<file path="src/rtl/warp_sequencer.sv">
// Per-warp control FSM: owns the warp PC, the fetch handshake and the LSU start pulse.
// Optional perf counters are compiled in with `define WARP_SEQUENCER_PERF_COUNTERS_EN.
package warp_sequencer_pkg;
  typedef enum logic [2:0] {
    IDLE    = 3'd0,
    FETCH   = 3'd1,
    DECODE  = 3'd2,
    REQUEST = 3'd3,
    WAIT    = 3'd4,
    EXECUTE = 3'd5,
    UPDATE  = 3'd6,
    DONE    = 3'd7
  } warp_state_t;
endpackage

module warp_sequencer
  import warp_sequencer_pkg::*;
#(
  parameter int PC_WIDTH    = 8,
  parameter int INSTR_WIDTH = 32
) (
  input  logic                   clk,
  input  logic                   reset,
  input  logic                   start,
  input  logic [PC_WIDTH-1:0]    start_pc,
  output logic                   enable,
  output warp_state_t            warp_state,
  output logic [PC_WIDTH-1:0]    pc,
  output logic                   fetch_req,
  input  logic                   fetch_valid,
  input  logic [INSTR_WIDTH-1:0] fetch_data,
  output logic [INSTR_WIDTH-1:0] instruction,
  input  logic                   decoded_mem_access,
  input  logic                   decoded_branch,
  input  logic                   decoded_halt,
  input  logic                   branch_taken,
  input  logic [PC_WIDTH-1:0]    branch_target,
  output logic                   lsu_req,
  input  logic                   lsu_done,
  output logic                   done
`ifdef WARP_SEQUENCER_PERF_COUNTERS_EN
  ,
  output logic [31:0]            perf_cycles,
  output logic [31:0]            perf_instr_retired
`endif
);

  localparam logic [PC_WIDTH-1:0] PC_ONE = PC_WIDTH'(1);

  warp_state_t            state_q, state_d;
  logic [PC_WIDTH-1:0]    pc_q, pc_d;
  logic [INSTR_WIDTH-1:0] instr_q, instr_d;
  logic                   taken_q, taken_d;
  logic [PC_WIDTH-1:0]    target_q, target_d;

  always_comb begin
    state_d   = state_q;
    pc_d      = pc_q;
    instr_d   = instr_q;
    taken_d   = taken_q;
    target_d  = target_q;
    fetch_req = 1'b0;
    lsu_req   = 1'b0;
    case (state_q)
      IDLE: begin
        if (start) begin
          pc_d    = start_pc;
          state_d = FETCH;
        end
      end
      FETCH: begin
        fetch_req = 1'b1;
        if (fetch_valid) begin
          instr_d = fetch_data;
          state_d = DECODE;
        end
      end
      DECODE:  state_d = REQUEST;
      REQUEST: begin
        lsu_req = decoded_mem_access;
        state_d = WAIT;
      end
      // Non-memory instructions pass straight through; lsu_done only matters for loads/stores
      WAIT: begin
        if (!decoded_mem_access || lsu_done) state_d = EXECUTE;
      end
      EXECUTE: begin
        taken_d  = branch_taken;
        target_d = branch_target;
        state_d  = UPDATE;
      end
      UPDATE: begin
        if (decoded_halt) begin
          state_d = DONE;
        end else begin
          pc_d    = (decoded_branch && taken_q) ? target_q : pc_q + PC_ONE;
          state_d = FETCH;
        end
      end
      DONE:    state_d = DONE;
      default: state_d = IDLE;
    endcase
  end

  always_ff @(posedge clk or negedge reset) begin
    if (!reset) begin
      state_q <= IDLE;
      pc_q    <= '0;
      instr_q <= '0;
    end else begin
      state_q <= state_d;
      pc_q    <= pc_d;
      instr_q <= instr_d;
    end
  end

  // Branch outcome is only meaningful at the EXECUTE edge, so it needs no reset
  always_ff @(posedge clk) begin
    taken_q  <= taken_d;
    target_q <= target_d;
  end

  assign warp_state  = state_q;
  assign pc          = pc_q;
  assign instruction = instr_q;
  assign enable      = (state_q != IDLE) && (state_q != DONE);
  assign done        = (state_q == DONE);

`ifdef WARP_SEQUENCER_PERF_COUNTERS_EN
  function automatic logic [31:0] sat_inc(input logic [31:0] v);
    return (v == 32'hFFFF_FFFF) ? v : v + 32'd1;
  endfunction

  logic [31:0] cycles_q, cycles_d;
  logic [31:0] retired_q, retired_d;

  always_comb begin
    cycles_d  = enable ? sat_inc(cycles_q) : cycles_q;
    retired_d = retired_q;
    // Halting instructions leave UPDATE for DONE and are not counted as retired
    if (state_q == UPDATE && !decoded_halt) retired_d = sat_inc(retired_q);
  end

  always_ff @(posedge clk or negedge reset) begin
    if (!reset) begin
      cycles_q  <= '0;
      retired_q <= '0;
    end else begin
      cycles_q  <= cycles_d;
      retired_q <= retired_d;
    end
  end

  assign perf_cycles        = cycles_q;
  assign perf_instr_retired = retired_q;
`endif

endmodule
</file>
<file path="config.mk">
export PLATFORM = sky130hd
export DESIGN_NAME = warp_sequencer
export DESIGN_NICKNAME = d
export VERILOG_FILES = /design/src/rtl/warp_sequencer.sv
export SDC_FILE = /design/constraint.sdc
export NUM_CORES = 1
export LEC_CHECK = 0
export BUFFER_PORTS_ARGS = -buffer_cell sky130_fd_sc_hd__buf_2
export CAP_MARGIN = 20
export CORE_ASPECT_RATIO = 1.1
export CORE_UTILIZATION = 35
export CTS_CLUSTER_DIAMETER = 80
export DETAILED_ROUTE_END_ITERATION = 10
export SYNTH_ARGS = -nofsm -noshare
export SYNTH_HDL_FRONTEND = slang
export SYNTH_SLANG_ARGS = --single-unit
export TNS_END_PERCENT = 20
</file>
<file path="constraint.sdc">
create_clock -name clk -period 2.1 [get_ports clk]
set_input_delay 0.105 -clock clk [delete_from_list [all_inputs] [get_ports clk]]
set_output_delay 0.105 -clock clk [all_outputs]
set_load 0.01 [all_outputs]
</file>
==> Word level (Yosys, flattened, before mapping) <==
Index checks and enable logic that the tools add are counted.
{ "classes": {"addsub": 1, "eq_ne": 12, "mux": 11, "n_reduce_logical": 10} }
{ "ops": {"columns": ["cell", "n"], "rows": [
  ["8-bit 2-to-1 mux", 3],
  ["3-bit one-hot mux with 8 select lines", 1],
  ["8-bit one-hot mux with 2 select lines", 1],
  ["3-bit == test (second input constant)", 4],
  ["3-bit 2-to-1 mux", 4],
  ["8-bit by 1-bit adder with 8-bit output (second input constant)", 1],
  ["2-bit != test (second input constant)", 4],
  ["3-bit by 2-bit == test with 1-bit output (second input constant)", 2],
  ["3-bit AND reduction", 2],
  ["3-bit by 1-bit == test with 1-bit output (second input constant)", 1],
  ["3-bit logical NOT", 1],
  ["3-bit != test (second input constant)", 1],
  ["3-bit nonzero test", 1],
  ["1-bit logical AND", 2],
  ["1-bit 2-to-1 mux", 2],
  ["2-bit AND reduction", 1],
  ["2-bit nonzero test", 1],
  ["1-bit logical NOT", 1],
  ["1-bit logical OR", 1]
]} }
{ "word_totals": {"reg_bits": 52, "in_bits": 57, "out_inout_bits": 47, "word_cells": 39} }

==> Depth between registers and ports, before layout <==
{ "logic_depth": {"word_depth": 4, "mapped_depth": 6, "ltp_nobuf": 5} }

==> Least setup slack after synthesis <==
No wires, ideal clock.
{ "synth_path": {"path_type": "flip-flop to flip-flop", "start": "reg state_q[1] (netlist: warp_state[1])", "end": "reg pc_q[1] (netlist: pc[1])", "setup_time_ns": 0.127, "t_arrival_ns": 1.577, "required_time_ns": 1.973, "setup_slack_ns": 0.396, "stages_incl_launch_ff": 6, "path_buffers": 2, "period_less_slack_ns": 1.704, "cell_sequence": "dfrtp_1 buf_6 or3b_4 a21oi_4 buf_6 mux2_1"} }
{ "synth_between": {"elab_chain_len": 3, "elab_cells_between_ends": 7, "classes_between": "eq/ne: 3; mux: 1; reduce/logical: 3"} }
{ "synth_lines": {"columns": ["element", "line", "text"], "rows": [
  ["start: declaration", "50", "warp_state_t state_q, state_d;"],
  ["start signal: assignment", "111", "state_q <= state_d;"],
  ["3-bit == test / 3-bit logical NOT (equally long branches)", "64", "case (state_q)"],
  ["2-bit != test (no line) / 2-bit nonzero test (equally long branches)", null, null],
  ["3-bit AND reduction (no line)", null, null],
  ["end signal: assignment", "112", "pc_q <= pc_d;"],
  ["end: declaration", "51", "logic [PC_WIDTH-1:0] pc_q, pc_d;"]
]} }
Parallel ways exist; a longest one is shown, timed or not.
A chain may end at the register's enable or synchronous reset.

==> Worst setup path in the final report <==
{ "layout_path": {"start": "reg state_q[2] (netlist: warp_state[2])", "end": "reg pc_q[3] (netlist: pc[3])"} }
Same word-level chain as after synthesis.

==> summary.txt <==
Placed design
  – Area post-placement: between 2000 and 3000 sq um
  – PortBufs: a little over 100
  – Worst slack, placed: 0.432 ns
  – GP Congestion: 0.757
  – Detailed Place HPWL: roughly 3.7 mm
  – Dpl cells: between 300 and 400

Finish
  – Filler cells: 576
  – Layout cells sized above 1: 0.519
  – Antenna cells: 0
  – Layout area overhead: 34.5%
  – Post-route cell area: around 3100 sq um
  – NumNets Final: between 300 and 400
  – Layout Cells excl Fill: about 370

Timing
  – Worst Clk Skew: about 0.0033 ns
  – Relative slew slack: 0.688
  – Setup-failing EPs final: 0
  – Final period utilization: 0.797
  – Fin crit period: ~1.7 ns
  – RSZ-0062 raised after global routing: false
  – Max Clk Rate: between 0.5 and 0.6 GHz
  – Worst Max-Slew Pin Slew: roughly 0.47 ns
  – Setup_tns: 0 ns
  – Worst hold slack: 0.0327 ns
  – Hold Vio Cnt, Final: 0
  – Slew Viols, Final: 0
  – Final setup margin: 0.426 ns

Global routing
  – First-pass GRT wire length: approximately 8.1 mm
  – Gr usage total: 0.152
  – Vias in the first global route: between 1.5k and 2k
  – Pin count of the biggest net entering global routing: 33
  – Overflow after GRT: 0
  – Antenna violations before repair: 0

Routing
  – Drt first pass iters: 4
  – DR vias: approximately 1.8k
  – Avg WL per Cell: approximately 14 um
  – DRT iter0 DRCs: 65
  – Vias per cell: 4.88
  – Wirelength, routed: about 5 mm
  – Remaining antenna violation count: 0
  – DRC violations left: 0

Worst setup path
  – Crit. End Element: flop
  – Crit path cell chain: or3b_4 > a21oi_4 > nor2b_1 > a311o_1
  – CP arrival: 1.86 ns
  – Family with the most delay on the worst path: compound AO/OA/AOI/OAI gates
  – Worst Path Buf+Inv: 0
  – Max stage delay on crit path: just over 0.4 ns
  – Worst setup SP type: flop
  – Critical path required time: 2.28 ns
  – CP max stage cell: or3b_4
  – Critical Path Fanout Max: 12
  – Crit Path Class: flop to flop

Power and ir drop
  – Max rail drop VDD: between 0.0006 and 0.0007 V
  – P per Cell Area: 1320 nW/um^2
  – LEAKAGE: between 1 and 1.5 nW

Logic synthesis
  – Synth Instances: ~180
  – Post-Syn Nets: around 230
  – Post-Syn Area: 2310 sq um
  – Synth Area in Compound Gates: 0.0879
  – Number of synthesized flops with an enable pin: 9
  – Seq cells post-synth: between 50 and 60
  – Synthesized area per cell: 13.2 sq um
  – YS warnings: 0
  – Largest family of logic cells by synthesized area: multiplexers
  – Mux share of post-synthesis cell area: 0.183
  – XOR/XNOR Fraction of Synth Area: 0.0114
  – Simple-gate portion of the synthesized area: 0.0960
  – Top_reg_cell synth: dfrtp_1
  – Async set-reset flop share out of synthesis: 0.827
  – Synth cell types: 39
  – Post-synthesis adder-cell area fraction: 0.00542
  – Post-synthesis sequential area ratio: 0.584

Hold path
  – Hold WC Path Type: input port to flop

Clock tree
  – Post-CTS Setup Bufs: 0
  – Worst skew pair latency: between 0.2 and 0.3 ns
  – CTS resizes: 0
  – Hold_buf cts: 10
  – Worst-path clk slew: approximately 0.09 ns
  – CTS tree: done
  – CTS H-tree depth: 2
  – Root Driver: clkbuf_8
  – # clock sinks: 52
  – CTS Buf Count: 5
  – Worst-case clock buffer depth: 2

Outcome
  – Outcome: completed

Die
  – Core area: approximately 6300 sq um
  – Die Y: slightly below 90 um
  – DIE WIDTH: a little under 80 um
  – # rows: 30
  – Top-Level Pins: 104
  – Die area: ~6900 sq um
  – Starting Density: 0.368

Run
  – MaxCap Viol Count: 0
[final cells by class]
cell class              instances  area, sq um  share of cell area
repair buffers                120          681               0.219
multi-input cells             109          885               0.285
clock buffers                   7         76.3              0.0246
flip-flops and latches         52         1350               0.434
well taps                      80          100              0.0322
clock inverters                 1         8.76             0.00282
inverters                       2         7.51             0.00242
[worst reg2reg max path, delay by kind of cell (launching register included)]
family	cells	cell delay [ns]
AOI/OAI and AO/OA	2	0.69
and+or+nand+nor	2	0.50
DFF	1	0.38
[Yosys cell counts, types with 2 or more instances]
master	count	area share
dfrtp_1	43	0.47
mux2_2	31	0.15
edfxtp_1	9	0.12
nand2_1	8	0.013
nor2_1	8	0.013
and3_1	6	0.016
buf_2	6	0.013
mux2i_1	5	0.022
a21oi_1	4	0.0087
a311o_1	4	0.017
o21ai_0	4	0.0087
and2_1	3	0.0081
nand3_1	3	0.0065
nor2b_1	3	0.0081
o221ai_1	3	0.011
a211oi_1	2	0.0065
a22o_1	2	0.0076
and2_0	2	0.0054
buf_6	2	0.0098
clkbuf_1	2	0.0033
inv_1	2	0.0033
mux2_1	2	0.0098
nand2b_1	2	0.0054
nand3b_1	2	0.0065
o31ai_1	2	0.0065
xnor2_1	2	0.0076
[final timing paths]
check	start	slack, ns	cells past startpoint	end
setup reg to reg	warp_state[2]	0.43	4	pc[3]
hold reg to reg	instruction[21]	0.50	1	instruction[21]
hold / removal	fetch_data[21]	0.03	2	instruction[21]
max in group asynchronous	reset	1.29	3	instruction[4]
setup / recovery	warp_state[2]	0.43	4	pc[3]
min in group asynchronous	reset	0.27	2	pc[4]
[layer usage]
metal / vias up / track usage / wire [um]
met5: - / 0 / 0
met4: 0 / 0.0397 / 24
met3: 2 / 0.0524 / 433
met2: 80 / 0.243 / 2390
met1: 872 / 0.198 / 2250
li1: 857 / - / -
[flip-flops by register name, summed over array words and instances, names as in the netlist]
signal       flops
instruction     32
warp_state       3
pc               8
taken_q          1
target_q         8
[through the flow]
stage | util | total power [mW]
after floorplan | - | 2.86
after global routing | 0.495 | 4.40
after detailed placement | 0.466 | 3.56
after global placement | 0.466 | 3.53
final | 0.495 | 4.10
after CTS | 0.495 | 4.16
[cells in the final DEF (no fill, tap or decap), types with 2 or more instances in the layout]
cell / instances
mux2_2: 31
and2_1: 3
o21ai_0: 4
nor2b_1: 3
a311o_1: 4
buf_2: 103
nand3b_1: 2
xnor2_1: 2
buf_4: 6
edfxtp_1: 9
and2_0: 2
inv_1: 2
nand3_1: 3
a22o_1: 2
nor2_1: 8
clkbuf_8: 5
and3_1: 6
dlygate4sd3_1: 10
nand2_1: 8
mux2i_1: 5
a21oi_1: 4
a211oi_1: 2
clkbuf_1: 2
o221ai_1: 3
nand2b_1: 2
mux2_1: 2
dfrtp_1: 43
o31ai_1: 2
[power breakdown]
part / total, mW / leakage (nW) / internal [mW] / switching (mW)
Combinational: 1.77 / 0.832 / 0.900 / 0.865
Sequential: 1.78 / 0.600 / 1.49 / 0.295
Clock: 0.555 / 0.0424 / 0.239 / 0.316
Total: 4.10 / 1.47 / 2.62 / 1.48
[cells by family (layout without fill, tap and decap cells)]
group	after synthesis	after routing
AO/OA/AOI/OAI	26	26
XOR/XNOR	3	3
flip-flops	52	52
buffers and inverters	14	130
AND/OR/NAND/NOR	41	41
adder cells (fa/ha/maj)	1	1
multiplexers	38	38
Note: power is estimated with default switching activity, not from simulation.
